===== src/rtl/branch_pkg.sv =====
// Shared constants for the branch predict unit: next-PC select codes,
// branch funct3 codes, RUN/HALT state and the branch-direction resolver.
package branch_pkg;

  localparam logic [2:0] SEL_HOLD  = 3'b000;
  localparam logic [2:0] SEL_JALR  = 3'b001;
  localparam logic [2:0] SEL_SEQ   = 3'b010;
  localparam logic [2:0] SEL_EXTGT = 3'b011;
  localparam logic [2:0] SEL_PRED  = 3'b100;
  localparam logic [2:0] SEL_RECOV = 3'b101;

  localparam logic [2:0] F_BEQ  = 3'b000;
  localparam logic [2:0] F_BNE  = 3'b001;
  localparam logic [2:0] F_BLT  = 3'b100;
  localparam logic [2:0] F_BGE  = 3'b101;
  localparam logic [2:0] F_BLTU = 3'b110;
  localparam logic [2:0] F_BGEU = 3'b111;

  localparam logic [2:0] HALT_EBREAK = 3'b111;

  typedef enum logic {
    ST_RUN  = 1'b0,
    ST_HALT = 1'b1
  } state_t;

  // Flags come from rs1 - rs2; carry=1 means no borrow.
  function automatic logic br_resolve(
    input logic [2:0] f,
    input logic       c,
    input logic       z,
    input logic       o,
    input logic       s
  );
    logic t;
    t = 1'b0;
    case (f)
      F_BEQ:   t = z;
      F_BNE:   t = !z;
      F_BLT:   t = (s != o);
      F_BGE:   t = (s == o);
      F_BLTU:  t = !c;
      F_BGEU:  t = c;
      default: t = 1'b0;
    endcase
    return t;
  endfunction

endpackage


===== src/rtl/branch_predict_unit_if.sv =====
// Bundle between the pipeline (master) and the branch predict unit (slave):
// fetch/EX branch info and ALU flags in; prediction, PC select, stats out.
interface branch_predict_unit_if #(
  parameter int XLEN  = 32,
  parameter int CNT_W = 16
);

  logic             if_valid;
  logic [XLEN-1:0]  if_pc;
  logic             pred_taken;
  logic             ex_valid;
  logic [XLEN-1:0]  ex_pc;
  logic             ex_branch;
  logic             ex_jal;
  logic             ex_jalr;
  logic [2:0]       ex_funct;
  logic             ex_pred_taken;
  logic             carry;
  logic             zero;
  logic             over;
  logic             sign;
  logic [2:0]       halt;
  logic             resume;
  logic             stat_clr;
  logic [2:0]       pc_sel;
  logic             flush;
  logic             halted;
  logic [CNT_W-1:0] br_count;
  logic [CNT_W-1:0] mp_count;

  modport master (
    output if_valid, if_pc,
    output ex_valid, ex_pc, ex_branch,
    output ex_jal, ex_jalr, ex_funct,
    output ex_pred_taken,
    output carry, zero, over, sign,
    output halt, resume, stat_clr,
    input  pred_taken, pc_sel, flush,
    input  halted, br_count, mp_count
  );

  modport slave (
    input  if_valid, if_pc,
    input  ex_valid, ex_pc, ex_branch,
    input  ex_jal, ex_jalr, ex_funct,
    input  ex_pred_taken,
    input  carry, zero, over, sign,
    input  halt, resume, stat_clr,
    output pred_taken, pc_sel, flush,
    output halted, br_count, mp_count
  );

endinterface


===== src/rtl/bht_table.sv =====
// Table of 2-bit saturating direction counters; async read, sync write.
// Ports: clk, rst_n, rd_idx -> rd_taken, wr_en/wr_idx/wr_taken.
module bht_table #(
  parameter int ENTRIES = 64,
  parameter int IDX_W   = $clog2(ENTRIES)
) (
  input  logic             clk,
  input  logic             rst_n,
  input  logic [IDX_W-1:0] rd_idx,
  output logic             rd_taken,
  input  logic             wr_en,
  input  logic [IDX_W-1:0] wr_idx,
  input  logic             wr_taken
);

  logic [1:0] cnt [ENTRIES];

  assign rd_taken = cnt[rd_idx][1];

  always_ff @(posedge clk or negedge rst_n) begin
    if (!rst_n) begin
      for (int i = 0; i < ENTRIES; i++)
        cnt[i] <= 2'b01;
    end else if (wr_en) begin
      if (wr_taken && cnt[wr_idx] != 2'b11)
        cnt[wr_idx] <= cnt[wr_idx] + 2'd1;
      else if (!wr_taken && cnt[wr_idx] != 2'b00)
        cnt[wr_idx] <= cnt[wr_idx] - 2'd1;
    end
  end

endmodule


===== src/rtl/branch_predict_unit.sv =====
// Branch resolve/predict: BHT lookup at fetch, EX resolution, next-PC
// priority, EBREAK halt FSM and saturating branch/mispredict counters.
module branch_predict_unit
  import branch_pkg::*;
#(
  parameter int XLEN        = 32,
  parameter int BHT_ENTRIES = 64,
  parameter int CNT_W       = 16
) (
  input logic                  clk,
  input logic                  rst_n,
  branch_predict_unit_if.slave bus
);

  localparam int IDX_W = $clog2(BHT_ENTRIES);

  state_t           state;
  logic             run;
  logic             taken;
  logic             ex_br;
  logic             bht_we;
  logic             mp;
  logic             halt_go;
  logic             pred;
  logic [2:0]       sel;
  logic             fl;
  logic [CNT_W-1:0] br_q;
  logic [CNT_W-1:0] mp_q;
  logic [XLEN-1:0]  fpc;
  logic [XLEN-1:0]  xpc;
  logic             unused_pc;

  assign fpc = bus.if_pc;
  assign xpc = bus.ex_pc;
  assign unused_pc = ^{fpc[XLEN-1:IDX_W+2], fpc[1:0],
                       xpc[XLEN-1:IDX_W+2], xpc[1:0]};

  assign run   = (state == ST_RUN);
  assign taken = br_resolve(bus.ex_funct, bus.carry,
                            bus.zero, bus.over, bus.sign);
  assign ex_br  = bus.ex_valid & bus.ex_branch;
  assign bht_we = run & ex_br;

  // Only counts when the branch, not a jump, wins the priority.
  assign mp = bht_we & !bus.ex_jalr & !bus.ex_jal
            & (taken != bus.ex_pred_taken);

  assign halt_go = run & bus.ex_valid
                 & (bus.halt == HALT_EBREAK)
                 & !(bus.ex_jal | bus.ex_jalr | bus.ex_branch);

  bht_table #(
    .ENTRIES (BHT_ENTRIES),
    .IDX_W   (IDX_W)
  ) u_bht (
    .clk      (clk),
    .rst_n    (rst_n),
    .rd_idx   (fpc[IDX_W+1:2]),
    .rd_taken (pred),
    .wr_en    (bht_we),
    .wr_idx   (xpc[IDX_W+1:2]),
    .wr_taken (taken)
  );

  always_comb begin
    sel = SEL_SEQ;
    fl  = 1'b0;
    if (!run) begin
      sel = SEL_HOLD;
    end else if (bus.ex_valid & bus.ex_jalr) begin
      sel = SEL_JALR;
      fl  = 1'b1;
    end else if (bus.ex_valid & bus.ex_jal) begin
      sel = SEL_EXTGT;
      fl  = 1'b1;
    end else if (ex_br & taken & !bus.ex_pred_taken) begin
      sel = SEL_EXTGT;
      fl  = 1'b1;
    end else if (ex_br & !taken & bus.ex_pred_taken) begin
      sel = SEL_RECOV;
      fl  = 1'b1;
    end else if (bus.ex_valid & (bus.halt == HALT_EBREAK)) begin
      sel = SEL_HOLD;
    end else if (bus.if_valid & pred) begin
      sel = SEL_PRED;
    end
  end

  always_ff @(posedge clk or negedge rst_n) begin
    if (!rst_n) begin
      state <= ST_RUN;
    end else begin
      unique case (state)
        ST_RUN:  if (halt_go) state <= ST_HALT;
        ST_HALT: if (bus.resume) state <= ST_RUN;
        default: state <= ST_RUN;
      endcase
    end
  end

  always_ff @(posedge clk or negedge rst_n) begin
    if (!rst_n) begin
      br_q <= '0;
      mp_q <= '0;
    end else if (bus.stat_clr) begin
      br_q <= '0;
      mp_q <= '0;
    end else begin
      if (bht_we && br_q != '1)
        br_q <= br_q + 1'b1;
      if (mp && mp_q != '1)
        mp_q <= mp_q + 1'b1;
    end
  end

  assign bus.pred_taken = pred;
  assign bus.pc_sel     = sel;
  assign bus.flush      = fl;
  assign bus.halted     = (state == ST_HALT);
  assign bus.br_count   = br_q;
  assign bus.mp_count   = mp_q;

endmodule


===== src/flat_wrapper.sv =====
// flat-port wrapper written by rule: the top's interface ports become plain ports
module branch_predict_unit_flat import branch_pkg::*;
#(
  parameter int XLEN        = 32,
  parameter int BHT_ENTRIES = 64,
  parameter int CNT_W       = 16
)
  (clk, rst_n, bus_if_valid, bus_if_pc, bus_ex_valid, bus_ex_pc, bus_ex_branch, bus_ex_jal, bus_ex_jalr, bus_ex_funct, bus_ex_pred_taken, bus_carry, bus_zero, bus_over, bus_sign, bus_halt, bus_resume, bus_stat_clr, bus_pred_taken, bus_pc_sel, bus_flush, bus_halted, bus_br_count, bus_mp_count);
  branch_predict_unit_if #(.XLEN(XLEN), .CNT_W(CNT_W)) bus_i ();
  input logic clk;
  input logic rst_n;
  input wire logic [$bits(bus_i.if_valid)-1:0] bus_if_valid;
  input wire logic [$bits(bus_i.if_pc)-1:0] bus_if_pc;
  input wire logic [$bits(bus_i.ex_valid)-1:0] bus_ex_valid;
  input wire logic [$bits(bus_i.ex_pc)-1:0] bus_ex_pc;
  input wire logic [$bits(bus_i.ex_branch)-1:0] bus_ex_branch;
  input wire logic [$bits(bus_i.ex_jal)-1:0] bus_ex_jal;
  input wire logic [$bits(bus_i.ex_jalr)-1:0] bus_ex_jalr;
  input wire logic [$bits(bus_i.ex_funct)-1:0] bus_ex_funct;
  input wire logic [$bits(bus_i.ex_pred_taken)-1:0] bus_ex_pred_taken;
  input wire logic [$bits(bus_i.carry)-1:0] bus_carry;
  input wire logic [$bits(bus_i.zero)-1:0] bus_zero;
  input wire logic [$bits(bus_i.over)-1:0] bus_over;
  input wire logic [$bits(bus_i.sign)-1:0] bus_sign;
  input wire logic [$bits(bus_i.halt)-1:0] bus_halt;
  input wire logic [$bits(bus_i.resume)-1:0] bus_resume;
  input wire logic [$bits(bus_i.stat_clr)-1:0] bus_stat_clr;
  output wire logic [$bits(bus_i.pred_taken)-1:0] bus_pred_taken;
  output wire logic [$bits(bus_i.pc_sel)-1:0] bus_pc_sel;
  output wire logic [$bits(bus_i.flush)-1:0] bus_flush;
  output wire logic [$bits(bus_i.halted)-1:0] bus_halted;
  output wire logic [$bits(bus_i.br_count)-1:0] bus_br_count;
  output wire logic [$bits(bus_i.mp_count)-1:0] bus_mp_count;
  assign bus_i.if_valid = bus_if_valid;
  assign bus_i.if_pc = bus_if_pc;
  assign bus_i.ex_valid = bus_ex_valid;
  assign bus_i.ex_pc = bus_ex_pc;
  assign bus_i.ex_branch = bus_ex_branch;
  assign bus_i.ex_jal = bus_ex_jal;
  assign bus_i.ex_jalr = bus_ex_jalr;
  assign bus_i.ex_funct = bus_ex_funct;
  assign bus_i.ex_pred_taken = bus_ex_pred_taken;
  assign bus_i.carry = bus_carry;
  assign bus_i.zero = bus_zero;
  assign bus_i.over = bus_over;
  assign bus_i.sign = bus_sign;
  assign bus_i.halt = bus_halt;
  assign bus_i.resume = bus_resume;
  assign bus_i.stat_clr = bus_stat_clr;
  assign bus_pred_taken = bus_i.pred_taken;
  assign bus_pc_sel = bus_i.pc_sel;
  assign bus_flush = bus_i.flush;
  assign bus_halted = bus_i.halted;
  assign bus_br_count = bus_i.br_count;
  assign bus_mp_count = bus_i.mp_count;
  branch_predict_unit #(.XLEN(XLEN), .BHT_ENTRIES(BHT_ENTRIES), .CNT_W(CNT_W)) u_core (.clk(clk), .rst_n(rst_n), .bus(bus_i));
endmodule

===== config.mk =====
export PLATFORM = sky130hd
export DESIGN_NAME = branch_predict_unit_flat
export DESIGN_NICKNAME = d
export VERILOG_FILES = /design/src/rtl/branch_pkg.sv /design/src/rtl/branch_predict_unit_if.sv /design/src/rtl/bht_table.sv /design/src/rtl/branch_predict_unit.sv /design/src/flat_wrapper.sv
export SDC_FILE = /design/constraint.sdc
export NUM_CORES = 1
export LEC_CHECK = 0
export CORE_MARGIN = 4
export CORE_UTILIZATION = 40
export CTS_BUF_LIST = sky130_fd_sc_hd__clkbuf_4 sky130_fd_sc_hd__clkbuf_8
export CTS_CLUSTER_DIAMETER = 150
export DETAILED_ROUTE_END_ITERATION = 12
export HOLD_SLACK_MARGIN = 0.06
export MAX_ROUTING_LAYER = met4
export SLEW_MARGIN = 10
export SYNTH_ARGS = -nofsm -noshare
export SYNTH_HDL_FRONTEND = slang
export SYNTH_HIERARCHICAL = 1
export SYNTH_SLANG_ARGS = --single-unit

===== constraint.sdc =====
create_clock -name clk -period 7.6 [get_ports clk]
set_clock_uncertainty 0.05 [all_clocks]
set_input_delay 1.52 -clock clk [delete_from_list [all_inputs] [get_ports clk]]
set_output_delay 1.52 -clock clk [all_outputs]
set_load 0.03 [all_outputs]

==> impl_results.html <==
<table>
<tr><th>Metric</th><th>Value</th></tr>
<tr><th colspan="2">Critical path</th></tr>
<tr><td>Cells along the critical path</td><td>clkdlybuf4s50_1 -&gt; buf_4 -&gt; mux4_2 -&gt; mux2i_1 -&gt; nand3b_1 -&gt; o311ai_0 -&gt; o22ai_1 -&gt; nand2_1 -&gt; nand3_1 -&gt; a21boi_0 -&gt; clkdlybuf4s50_1</td></tr>
<tr><td>Register-to-register setup slack</td><td>3.62 ns</td></tr>
<tr><td>Crit-path most repeated cell</td><td>sky130_fd_sc_hd__clkdlybuf4s50_1</td></tr>
<tr><td>Element type at the critical path end</td><td>primary output</td></tr>
<tr><td>Required time reported for the critical path endpoint</td><td>6.03 ns</td></tr>
<tr><td>Peak fanout along the critical path</td><td>9</td></tr>
<tr><td>Critical Path AT</td><td>roughly 5.0 ns</td></tr>
<tr><td>CP max-delay cell</td><td>sky130_fd_sc_hd__clkdlybuf4s50_1</td></tr>
<tr><td>Worst reg2reg path depth</td><td>11</td></tr>
<tr><td>Worst setup path category</td><td>input pin to primary output</td></tr>
<tr><td>Stage delay of the slowest cell on the critical path</td><td>0.96 ns</td></tr>
<tr><td>Critical Path Start Type</td><td>input pin</td></tr>
<tr><th colspan="2">Synth</th></tr>
<tr><td>Post-synth EDFFs</td><td>0</td></tr>
<tr><td>Seq cells post-synth</td><td>161</td></tr>
<tr><td>Syn. warnings</td><td>6</td></tr>
<tr><td>Prevailing post-synth register cell</td><td>sky130_fd_sc_hd__dfrtp_1</td></tr>
<tr><td>Netlist cell types</td><td>65</td></tr>
<tr><td>Synthesized area per cell</td><td>approximately 12 sq um</td></tr>
<tr><td>Post-synthesis sequential area ratio</td><td>0.459</td></tr>
<tr><td>Synthesized netlist net count</td><td>838</td></tr>
<tr><td>Synth top area share</td><td>0.271</td></tr>
<tr><td>Top post-synthesis cells by area</td><td>sky130_fd_sc_hd__dfrtp_1 27%, sky130_fd_sc_hd__dfstp_2 19%, sky130_fd_sc_hd__mux2_2 17%, sky130_fd_sc_hd__mux4_2 7.6%, sky130_fd_sc_hd__nor2_1 4.3%</td></tr>
<tr><td>Number of cells produced by synthesis</td><td>750</td></tr>
<tr><td>Netlist area before placement</td><td>a little under 9000 sq um</td></tr>
<tr><td>Library cell occupying the most area in the post-synthesis netlist</td><td>sky130_fd_sc_hd__dfrtp_1</td></tr>
<tr><td>Ys async rst share</td><td>1.00</td></tr>
<tr><th colspan="2">Timing</th></tr>
<tr><td>Final worst hold slack</td><td>0.492 ns</td></tr>
<tr><td>Final Worst Setup Slack</td><td>1.03 ns</td></tr>
<tr><td>Total count of max-transition violations in the final report</td><td>0</td></tr>
<tr><td>Transition time at the pin with the least slew margin</td><td>~0.9 ns</td></tr>
<tr><td>Max Clock Freq</td><td>152 MHz</td></tr>
<tr><td>Crit share post-route</td><td>0.864</td></tr>
<tr><td>Time the final worst path needs with I/O delays and setup</td><td>about 6.6 ns</td></tr>
<tr><td>Accumulated negative setup slack</td><td>0 ns</td></tr>
<tr><td>Number of setup violations in the final report</td><td>0</td></tr>
<tr><td>Final Hold Viols</td><td>0</td></tr>
<tr><td>RSZ-0062 raised after global routing</td><td>no</td></tr>
<tr><td>Worst slew margin relative to its limit</td><td>0.402</td></tr>
<tr><th colspan="2">Clock tree</th></tr>
<tr><td>Clock tree from TritonCTS</td><td>built</td></tr>
<tr><td>CTS H-tree lvls</td><td>4</td></tr>
<tr><td>Count of hold-fix buffers inserted at cts</td><td>0</td></tr>
<tr><td>Post-cts gate resize count</td><td>0</td></tr>
<tr><td>CTS Root Cell</td><td>sky130_fd_sc_hd__clkbuf_8</td></tr>
<tr><td>Clock transition at the registers of the reported paths</td><td>0.10 ns</td></tr>
<tr><td>Sinks on Clock Net</td><td>~160</td></tr>
<tr><td>Longest Clk Path Bufs</td><td>2</td></tr>
<tr><td>Number of setup buffers added after CTS</td><td>0</td></tr>
<tr><td>Total CTS buffers</td><td>17</td></tr>
<tr><td>Clock latency at the later pin of the worst-skew pair</td><td>between 0.4 and 0.5 ns</td></tr>
<tr><th colspan="2">Floorplan</th></tr>
<tr><td>Number of top-level pins</td><td>122</td></tr>
<tr><td>Core area</td><td>roughly 22000 sq um</td></tr>
<tr><td>Site Rows</td><td>54</td></tr>
<tr><td>DIE WIDTH</td><td>around 160 microns</td></tr>
<tr><td>Vertical die dimension</td><td>approximately 160 microns</td></tr>
<tr><td>Initial Util</td><td>0.408</td></tr>
<tr><td>Die area</td><td>24800 sq um</td></tr>
<tr><th colspan="2">Placed design</th></tr>
<tr><td>Placed wire-length estimate</td><td>between 15 and 20 mm</td></tr>
<tr><td>Count of buffers from port buffering</td><td>69</td></tr>
<tr><td>Post-placement worst setup slack</td><td>between 1 and 1.5 ns</td></tr>
<tr><td># placed instances</td><td>roughly 1100</td></tr>
<tr><td>Weighted congestion at the end of routability-driven global placement</td><td>~0.9</td></tr>
<tr><td>Placed standard-cell area</td><td>just under 10000 sq um</td></tr>
<tr><th colspan="2">Global route</th></tr>
<tr><td>Overflow after GRT</td><td>0</td></tr>
<tr><td>First-pass GRT wire length</td><td>37.9 mm</td></tr>
<tr><td>Via count of the first global-routing pass</td><td>just under 7000</td></tr>
<tr><td>Aggregate global-route resource usage</td><td>0.203</td></tr>
<tr><td>Largest net degree at the start of global routing</td><td>98</td></tr>
<tr><td>Antenna violations before repair</td><td>0</td></tr>
<tr><th colspan="2">Cells and area</th></tr>
<tr><td>Most frequent cells in the layout</td><td>138 x sky130_fd_sc_hd__mux2_2, 103 x sky130_fd_sc_hd__nor2_1, 97 x sky130_fd_sc_hd__dfrtp_1</td></tr>
<tr><td>Share of post-route cells with drive strength above 1</td><td>0.364</td></tr>
<tr><td>Area growth syn-to-layout</td><td>15.0%</td></tr>
<tr><td>Fin util</td><td>0.470</td></tr>
<tr><td>Fill cell total of the finished layout</td><td>a little under 2000</td></tr>
<tr><td>Final instance area</td><td>roughly 10000 sq um</td></tr>
<tr><td>Final net count</td><td>899</td></tr>
<tr><td>Most common cell after layout, fill and taps aside</td><td>sky130_fd_sc_hd__mux2_2</td></tr>
<tr><td>N_diodes</td><td>0</td></tr>
<tr><td>Final cell count without fillers</td><td>1104</td></tr>
<tr><th colspan="2">Hold path</th></tr>
<tr><td>Worst Hold Path Cells</td><td>1</td></tr>
<tr><td>Hold Crit Class</td><td>flip-flop to flip-flop</td></tr>
<tr><th colspan="2">Pwr</th></tr>
<tr><td>Overall Power</td><td>approximately 2.0 mW</td></tr>
<tr><td>Highest ir drop seen on vdd</td><td>between 0.1 and 0.15 mV</td></tr>
<tr><td>Leak</td><td>roughly 4.2 nW</td></tr>
<tr><td>Pwr dens</td><td>just under 200 nW/um^2</td></tr>
<tr><th colspan="2">Route</th></tr>
<tr><td>Antenna viol nets, final</td><td>0</td></tr>
<tr><td>Total wirelength of the detailed-routed design</td><td>between 20 and 25 mm</td></tr>
<tr><td>Number of DRC violations after detailed routing</td><td>0</td></tr>
<tr><td>DR iter-0 viols</td><td>493</td></tr>
<tr><td>Vias after detailed routing</td><td>between 6000 and 7000</td></tr>
<tr><td>Mean routed wirelength per cell</td><td>around 22 microns</td></tr>
<tr><td>Vias per Instance</td><td>5.95</td></tr>
<tr><td>Count of TritonRoute iterations in the first routing pass</td><td>5</td></tr>
<tr><th colspan="2">Run</th></tr>
<tr><td>MaxCap Viol Count</td><td>0</td></tr>
<tr><th colspan="2">Status</th></tr>
<tr><td>Result of the run</td><td>completed</td></tr>
</table>
worst paths after layout:
kind                                           endpoint            startpoint
worst min-delay path               u_core/u_bht/cnt[55]  u_core/u_bht/cnt[55]
min in group asynchronous       u_core/bus.br_count[12]                 rst_n
max in group asynchronous          u_core/u_bht/cnt[29]                 rst_n
worst max register to register     u_core/u_bht/cnt[81]             flip-flop
worst min register to register     u_core/u_bht/cnt[55]  u_core/u_bht/cnt[55]
worst max-delay path                      bus_pc_sel[1]          bus_if_pc[2]
layer usage:
| layer | vias to the layer above | wire [microns] | GRT usage |
|---|---|---|---|
| li1 | 2888 | - | - |
| met1 | 3396 | 10400 | 0.263 |
| met2 | 256 | 11400 | 0.321 |
| met3 | 33 | 1760 | 0.0443 |
| met4 | 0 | 542 | 0.0610 |
| met5 | - | 0 | - |
cell families after synthesis:
kind of cell             after synthesis  share of synthesized area
flip-flops                           161                      0.459
multiplexers                         190                      0.275
AO/OA/AOI/OAI                         85                     0.0716
buffers and inverters                 54                     0.0336
AND/OR/NAND/NOR                      235                      0.134
adder cells (fa/ha/maj)                4                    0.00560
XOR/XNOR                              21                     0.0206
power by group:
part,total [mW],internal (mW),switching (mW)
Combinational,0.312,0.146,0.167
Sequential,0.999,0.951,0.0480
Clock,0.686,0.358,0.328
layout make-up:
class / count / area (sq um) / area share
Multi-Input combinational cell: 535 / 4540 / 0.442
Sequential cell: 161 / 4110 / 0.400
Timing Repair Buffer: 85 / 807 / 0.0785
Tap cell: 280 / 350 / 0.0341
Clock buffer: 21 / 283 / 0.0275
Clock inverter: 11 / 153 / 0.0148
Inverter: 11 / 41.3 / 0.00402
synthesized netlist by cell type (all sizes together) (3+ instances only):
library cell	n
a21boi	5
a21oi	15
a221oi	18
and3	4
and4	5
buf	24
clkbuf	19
dfrtp	97
dfstp	64
ha	4
inv	10
mux2	139
mux2i	21
mux4	30
nand2	37
nand2b	4
nand3	13
nand3b	7
nand4	14
nor2	103
nor2b	12
nor3	4
nor3b	6
nor4	7
o21ai	9
o22a	4
o22ai	6
o31ai	4
or3	3
or4	8
xnor2	9
xor2	12
worst max-delay path, delay by kind of cell:
family	cells	cell delay [ns]
muxes	2	0.69
AOI/OAI and AO/OA	3	0.52
buffers and inverters	3	1.98
and+or+nand+nor	3	0.28
No activity file was read; power rests on OpenSTA's default activity.
